File: src/rtl/risc32_wb_arbiter_pkg.sv
// Shared constants and types for the write-back arbiter and its result queue.
package risc32_wb_arbiter_pkg;

    localparam int REG_W      = 32;
    localparam int REG_ADDR_W = 5;
    localparam int REG_NUM    = 32;

    // Default long-latency queue depth and head-starvation limit.
    localparam int WBQ_DEPTH  = 4;
    localparam int WBQ_STARVE = 8;

    localparam logic [REG_W-1:0] WORD_ZERO = '0;

    // One queued long-latency result: destination register plus value.
    typedef struct packed {
        logic [REG_ADDR_W-1:0] waddr;
        logic [REG_W-1:0]      wdata;
    } wb_entry_t;

    localparam int ENTRY_W = $bits(wb_entry_t);

    // $0 is hard-wired to zero, so a write aimed there is never a real write.
    function automatic logic is_real_dest(input logic [REG_ADDR_W-1:0] addr);
        return addr != '0;
    endfunction

endpackage

File: src/rtl/risc32_wb_fifo.sv
// Small synchronous FIFO holding long-latency results until the write port is free.
// The head is read combinationally so the arbiter can pop and write in one cycle.
module risc32_wb_fifo
    import risc32_wb_arbiter_pkg::*;
#(
    parameter int DEPTH = WBQ_DEPTH
) (
    input  logic                   clk,
    input  logic                   rst,
    input  logic                   push,
    input  logic                   pop,
    input  logic [ENTRY_W-1:0]     din,
    output logic [ENTRY_W-1:0]     dout,
    output logic                   full,
    output logic                   empty,
    output logic [$clog2(DEPTH):0] count
);

    localparam int PTR_W = $clog2(DEPTH);

    logic [ENTRY_W-1:0] mem [DEPTH];
    logic [PTR_W-1:0]   wr_ptr_reg;
    logic [PTR_W-1:0]   rd_ptr_reg;
    logic [PTR_W:0]     count_reg;
    logic [PTR_W:0]     count_next;
    logic               do_push;
    logic               do_pop;

    assign full    = (count_reg == (PTR_W+1)'(DEPTH));
    assign empty   = (count_reg == '0);
    assign count   = count_reg;
    assign do_push = push && !full;
    assign do_pop  = pop && !empty;
    assign dout    = mem[rd_ptr_reg];

    // Occupancy: a simultaneous push and pop leaves the count unchanged.
    always_comb begin
        count_next = count_reg;
        case ({do_push, do_pop})
            2'b10:   count_next = count_reg + (PTR_W+1)'(1);
            2'b01:   count_next = count_reg - (PTR_W+1)'(1);
            default: count_next = count_reg;
        endcase
    end

    // Storage write; contents need no reset because the pointers define validity.
    always_ff @(posedge clk) begin
        if (do_push) begin
            mem[wr_ptr_reg] <= din;
        end
    end

    // Pointers wrap naturally since DEPTH is a power of two.
    always_ff @(posedge clk) begin
        if (rst) begin
            wr_ptr_reg <= '0;
            rd_ptr_reg <= '0;
            count_reg  <= '0;
        end else begin
            if (do_push) wr_ptr_reg <= wr_ptr_reg + PTR_W'(1);
            if (do_pop)  rd_ptr_reg <= rd_ptr_reg + PTR_W'(1);
            count_reg <= count_next;
        end
    end

endmodule

File: src/rtl/risc32_wb_arbiter.sv
// Write-back arbiter: merges the in-order pipeline stream with queued
// long-latency results onto the single register-file write port, tracks
// registers still awaiting a long-latency write, and stalls the pipeline
// when the queue head has been starved for too long.
module risc32_wb_arbiter
    import risc32_wb_arbiter_pkg::*;
#(
    parameter int DEPTH        = WBQ_DEPTH,
    parameter int STARVE_LIMIT = WBQ_STARVE
) (
    input  logic                  clk,
    input  logic                  rst,
    input  logic                  pipe_we_i,
    input  logic [REG_ADDR_W-1:0] pipe_waddr_i,
    input  logic [REG_W-1:0]      pipe_wdata_i,
    input  logic                  lu_valid_i,
    output logic                  lu_ready_o,
    input  logic [REG_ADDR_W-1:0] lu_waddr_i,
    input  logic [REG_W-1:0]      lu_wdata_i,
    input  logic                  lu_issue_i,
    input  logic [REG_ADDR_W-1:0] lu_issue_addr_i,
    output logic [REG_NUM-1:0]    busy_o,
    output logic                  stall_o,
    output logic                  we_o,
    output logic [REG_ADDR_W-1:0] waddr_o,
    output logic [REG_W-1:0]      wdata_o
);

    localparam int CNT_W    = $clog2(DEPTH) + 1;
    localparam int STARVE_W = $clog2(STARVE_LIMIT + 1);

    wb_entry_t             push_entry;
    wb_entry_t             head;
    logic                  fifo_full;
    logic                  fifo_empty;
    logic [CNT_W-1:0]      fifo_count;
    logic                  push;
    logic                  pop;
    logic                  pipe_win;

    logic                  we_reg, we_next;
    logic [REG_ADDR_W-1:0] waddr_reg, waddr_next;
    logic [REG_W-1:0]      wdata_reg, wdata_next;
    logic [STARVE_W-1:0]   starve_reg, starve_next;
    logic                  stall_reg, stall_next;
    logic [REG_NUM-1:0]    busy_reg, busy_next;

    assign push_entry = '{waddr: lu_waddr_i, wdata: lu_wdata_i};

    // Ready uses the pre-edge count, so a full queue refuses even when it pops this cycle.
    assign lu_ready_o = (fifo_count != CNT_W'(DEPTH)) && !rst;
    assign push       = lu_valid_i && !fifo_full && !rst;

    // A pipe write to $0 is no request; otherwise the pipe always wins the port.
    assign pipe_win = pipe_we_i && is_real_dest(pipe_waddr_i);
    assign pop      = !pipe_win && !fifo_empty;

    risc32_wb_fifo #(
        .DEPTH (DEPTH)
    ) u_fifo (
        .clk   (clk),
        .rst   (rst),
        .push  (push),
        .pop   (pop),
        .din   (push_entry),
        .dout  (head),
        .full  (fifo_full),
        .empty (fifo_empty),
        .count (fifo_count)
    );

    // Port selection: pipe first, then queue head; a $0 head is drained without a write.
    always_comb begin
        we_next    = 1'b0;
        waddr_next = '0;
        wdata_next = WORD_ZERO;
        if (pipe_win) begin
            we_next    = 1'b1;
            waddr_next = pipe_waddr_i;
            wdata_next = pipe_wdata_i;
        end else if (pop && is_real_dest(head.waddr)) begin
            we_next    = 1'b1;
            waddr_next = head.waddr;
            wdata_next = head.wdata;
        end
    end

    // Starvation: count cycles the head waits, saturating at the limit that raises stall.
    always_comb begin
        starve_next = starve_reg;
        if (fifo_empty || pop) begin
            starve_next = '0;
        end else if (starve_reg != STARVE_W'(STARVE_LIMIT)) begin
            starve_next = starve_reg + STARVE_W'(1);
        end
        stall_next = (starve_next == STARVE_W'(STARVE_LIMIT));
    end

    // Scoreboard: an issue sets a bit and beats a same-cycle clear by a queue pop; $0 never busy.
    assign busy_next[0] = 1'b0;
    genvar gi;
    generate
        for (gi = 1; gi < REG_NUM; gi++) begin : g_busy
            assign busy_next[gi] =
                (lu_issue_i && (lu_issue_addr_i == REG_ADDR_W'(gi))) ? 1'b1 :
                (pop && (head.waddr == REG_ADDR_W'(gi)))             ? 1'b0 :
                                                                       busy_reg[gi];
        end
    endgenerate

    // State registers; reset drops the write, the stall and every pending bit.
    always_ff @(posedge clk) begin
        if (rst) begin
            we_reg     <= 1'b0;
            waddr_reg  <= '0;
            wdata_reg  <= WORD_ZERO;
            starve_reg <= '0;
            stall_reg  <= 1'b0;
            busy_reg   <= '0;
        end else begin
            we_reg     <= we_next;
            waddr_reg  <= waddr_next;
            wdata_reg  <= wdata_next;
            starve_reg <= starve_next;
            stall_reg  <= stall_next;
            busy_reg   <= busy_next;
        end
    end

    assign we_o    = we_reg;
    assign waddr_o = waddr_reg;
    assign wdata_o = wdata_reg;
    assign stall_o = stall_reg;
    assign busy_o  = busy_reg;

endmodule

File: config.mk
export PLATFORM = sky130hd
export DESIGN_NAME = risc32_wb_arbiter
export DESIGN_NICKNAME = d
export VERILOG_FILES = /design/src/rtl/risc32_wb_arbiter_pkg.sv /design/src/rtl/risc32_wb_fifo.sv /design/src/rtl/risc32_wb_arbiter.sv
export SDC_FILE = /design/constraint.sdc
export NUM_CORES = 1
export LEC_CHECK = 0
export ABC_AREA = 1
export BUFFER_PORTS_ARGS = -buffer_cell sky130_fd_sc_hd__buf_2
export CAP_MARGIN = 30
export CORE_AREA = 5 5 182 184
export CTS_BUF_LIST = sky130_fd_sc_hd__clkbuf_8
export DETAILED_ROUTE_END_ITERATION = 10
export DIE_AREA = 0 0 187 189
export PLACE_DENSITY_LB_ADDON = 0.05
export SLEW_MARGIN = 0
export SYNTH_ARGS = -nofsm -noshare
export SYNTH_HDL_FRONTEND = slang
export SYNTH_SLANG_ARGS = --single-unit
export TNS_END_PERCENT = 20
File: constraint.sdc
create_clock -name clk -period 3.4 [get_ports clk]
set_input_delay 0.17 -clock clk [delete_from_list [all_inputs] [get_ports clk]]
set_output_delay 0.17 -clock clk [all_outputs]
set_load 0.02 [all_outputs]
==> metrics <==
Layout area overhead 31.52%; worst hold stages 5; crit path kind register to register; first-pass GRT wire length around 41000 um; WL per Instance approximately 17 um; Pwr Density between 600 and 700 nW/um2; Die Wd 187 um; RSZ-0062 raised after global routing false; crit-path max cell delay approximately 0.64 ns; # DRC 0; Resized Gates After CTS 0; register area share after synthesis around two thirds; final hold vios 0; Crit path top cell by count nand2_1; synth warn 0; number of setup buffers added after CTS 0; worst IR drop on VDD approximately 0.00033 V; clock latency on the worst-skew pair between 0.5 and 0.6 ns; Setup violations, final 0; syn avg cell area 10.74 um2; core footprint between 30000 and 40000 um2; Slew Limit Fails 0; Worst path slowest cell buf_4; CP delay by family, top simple AND/OR/NAND/NOR gates; Crit path depth 10; Initial Util 29.48%; IO Port Bufs ~150; placed cell area 10360 um2; Hold EP busy_o[14]$_SDFFE_PP0P_; normalized max-slew margin a little over a third; Post-CTS Hold Fix Bufs 82; clock buffer depth 3; DIE AREA roughly 35000 um2; FILL cells around 3200; Final GP Congestion about 0.7; Min-Delay Path Class input pin to register; CTS tree done; Max Cap Violations 0; sum of negative setup slack 0 ns; sequential cell area 6107 um2; largest net degree at the start of global routing 77; grt ovf 0; status finished clean; Root Buffer clkbuf_8; all-layer global routing usage between 10 and 15%; Biggest register u_fifo.mem; crit path max fanout between 70 and 80; I/O Pins 156; DRT Pass-1 Iters 4; Final min period 2.304 ns; Netlist Area Pre-Place ~9000 um2; row count between 60 and 70; Final Cell Area approximately 12000 um2; Worst-Margin Slew roughly 0.95 ns; CP Data Arrival Time around 2.7 ns; flop-to-flop setup slack about 1.1 ns; share of post-route cells with drive strength above 1 between 20% and 30%; max reg flops ~150; post-route ant nets 0; leakage approximately 4.6 nW; H-tree lvl count 2; Crit path required time ~3.8 ns; antenna violations before repair 0; drt total wl between 20000 and 30000 um; fraction of the cycle the final worst path needs between 60% and 70%; Hold Startpoint lu_issue_i; Setup Skew ~0.020 ns; initial drt markers 310; footprint of the multi-input gates 2744 um2; CTS buffer count 43; nets 1197; Synth Register Bits roughly 230; Syn Inst Count 857; f_max between 400 and 500 MHz; synth unique cells 34; number of global-route vias before repair between 7000 and 8000; clock transition at the registers of the reported paths roughly 0.06 ns; Die Y about 190 um; routed via count 6940; critical-path cell list buf_4 -> nand2_1 -> nand2_1 -> nand2_1 -> nand2_1 -> nand2_1 -> nor2_1 -> nand2_1 -> nand2_1 -> a21oi_1; Buf/Inv on CP 1; Ant. Diodes 0; r2r endpoint busy_o[4]$_SDFFE_PP0P_; DR vias/cell ~4.5; CP startpoint kind register; Synthesized Nets 949; Critical Path Sink Type register; HPWL after DPL 15170 um; R2R depth 10; clock sinks ~230
## cells in the mapped netlist
cell | instances | share of area (%)
xor2_1 | 1 | 0.095
nand2_1 | 175 | 7.1
and3_1 | 1 | 0.068
edfxtp_1 | 148 | 48
a21oi_2 | 8 | 0.76
buf_4 | 5 | 0.41
o21ai_0 | 71 | 3.9
nor2_4 | 1 | 0.12
conb_1 | 1 | 0.041
nor2_1 | 109 | 4.4
buf_2 | 9 | 0.49
nor2_2 | 1 | 0.068
nand3_1 | 22 | 1.2
inv_4 | 1 | 0.068
clkinv_1 | 1 | 0.041
nor3_1 | 3 | 0.16
buf_6 | 2 | 0.24
o22ai_1 | 32 | 2.2
nand2_4 | 1 | 0.12
ha_1 | 7 | 0.95
a31oi_1 | 1 | 0.068
nand2_2 | 4 | 0.27
dfxtp_1 | 83 | 18
inv_2 | 3 | 0.12
nand3_2 | 29 | 3.2
or2_2 | 4 | 0.27
o21ai_1 | 2 | 0.11
buf_8 | 3 | 0.49
fa_1 | 1 | 0.22
nand2_8 | 1 | 0.22
clkbuf_1 | 27 | 1.1
a21oi_1 | 69 | 3.8
inv_1 | 30 | 1.2
nor2_8 | 1 | 0.22
## cell type report
| cell class | instances | area share (%) |
|---|---|---|
| clock buffer | 54 | 6.139 |
| clock inverter | 25 | 1.509 |
| inverter | 35 | 1.106 |
| multi-input combinational | 545 | 22.66 |
| sequential | 231 | 50.44 |
| tap | 402 | 4.155 |
| timing repair buffer | 249 | 13.98 |
## worst register-to-register path, cell delays in order (launching register included)
cell and delay [ns]:
dfxtp_2 0.33, buf_4 0.64, nand2_1 0.18, nand2_1 0.11, nand2_1 0.05, nand2_1 0.21
nand2_1 0.17, nor2_1 0.24, nand2_1 0.08, nand2_1 0.09, a21oi_1 0.05
## layout by cell type, fill, tap and decap left out, types with 12 or more instances in the layout
| master | synthesis | layout |
|---|---|---|
| a21oi_1 | 69 | 69 |
| buf_2 | 9 | 154 |
| buf_4 | 5 | 12 |
| clkbuf_8 | 0 | 54 |
| dfxtp_1 | 83 | 82 |
| dlygate4sd3_1 | 0 | 82 |
| edfxtp_1 | 148 | 148 |
| inv_1 | 30 | 37 |
| nand2_1 | 175 | 175 |
| nand3_1 | 22 | 22 |
| nand3_2 | 29 | 29 |
| nor2_1 | 109 | 105 |
| o21ai_0 | 71 | 71 |
| o22ai_1 | 32 | 32 |
## metal layers
metal	up-vias	share of wire (%)	GRT usage [%]
li1	3455	-	-
met1	3262	47	19.42
met2	180	46	23.65
met3	43	5.5	3.503
met4	0	1.8	3.783
met5	-	0	0
## kinds of logic (layout without fill, tap and decap cells)
family	Yosys count	count (layout)	share of synthesized area [%]
fa+ha+maj	8	8	1.169
buf+inv	81	363	4.186
xor+xnor	1	1	0.09516
compound gates	183	183	10.72
other cells	1	1	0.04074
simple gates	352	352	17.45
flops	231	231	66.33
## metrics by stage
stage | instances | worst slack, ns | power (mW) | util, % | hold WS [ns]
6_report | 1541 | 1.096 | 7.861 | 38.77 | 0.07557
5_1_grt | 1541 | 0.7915 | 8.344 | 38.77 | 0.07060
4_1_cts | 1541 | 1.031 | 8.018 | 38.77 | 0.03996
3_5_place_dp | 1380 | 1.038 | 5.067 | 33.17 | 0.3913
3_3_place_gp | 1379 | 1.059 | 5.074 | 33.14 | 0.3954
2_1_floorplan | 857 | 0.2207 | 4.530 | - | 0.2689
## report_power, final
part | switching [mW] | internal, mW | leakage, nW | total, mW
Clock | 1.17 | 1.66 | 0.510 | 2.83
Sequential | 0.0476 | 3.17 | 2.02 | 3.21
Combinational | 1.29 | 0.535 | 2.08 | 1.82
## worst max-delay path by stage
stage	from	to	slack, ns
after CTS	register	busy_o[5]$_SDFFE_PP0P_	1.03
after global routing	register	wdata_o[2]$_SDFF_PP0_	0.79
after floorplan	u_fifo.count[1]$_SDFFE_PP0P_	u_fifo.mem[0][0]$_DFFE_PP_	0.22
after detailed placement	register	busy_o[5]$_SDFFE_PP0P_	1.04
after global placement	register	busy_o[5]$_SDFFE_PP0P_	1.06
final	register	busy_o[4]$_SDFFE_PP0P_	1.10
Note: power is estimated with default switching activity, not from simulation.
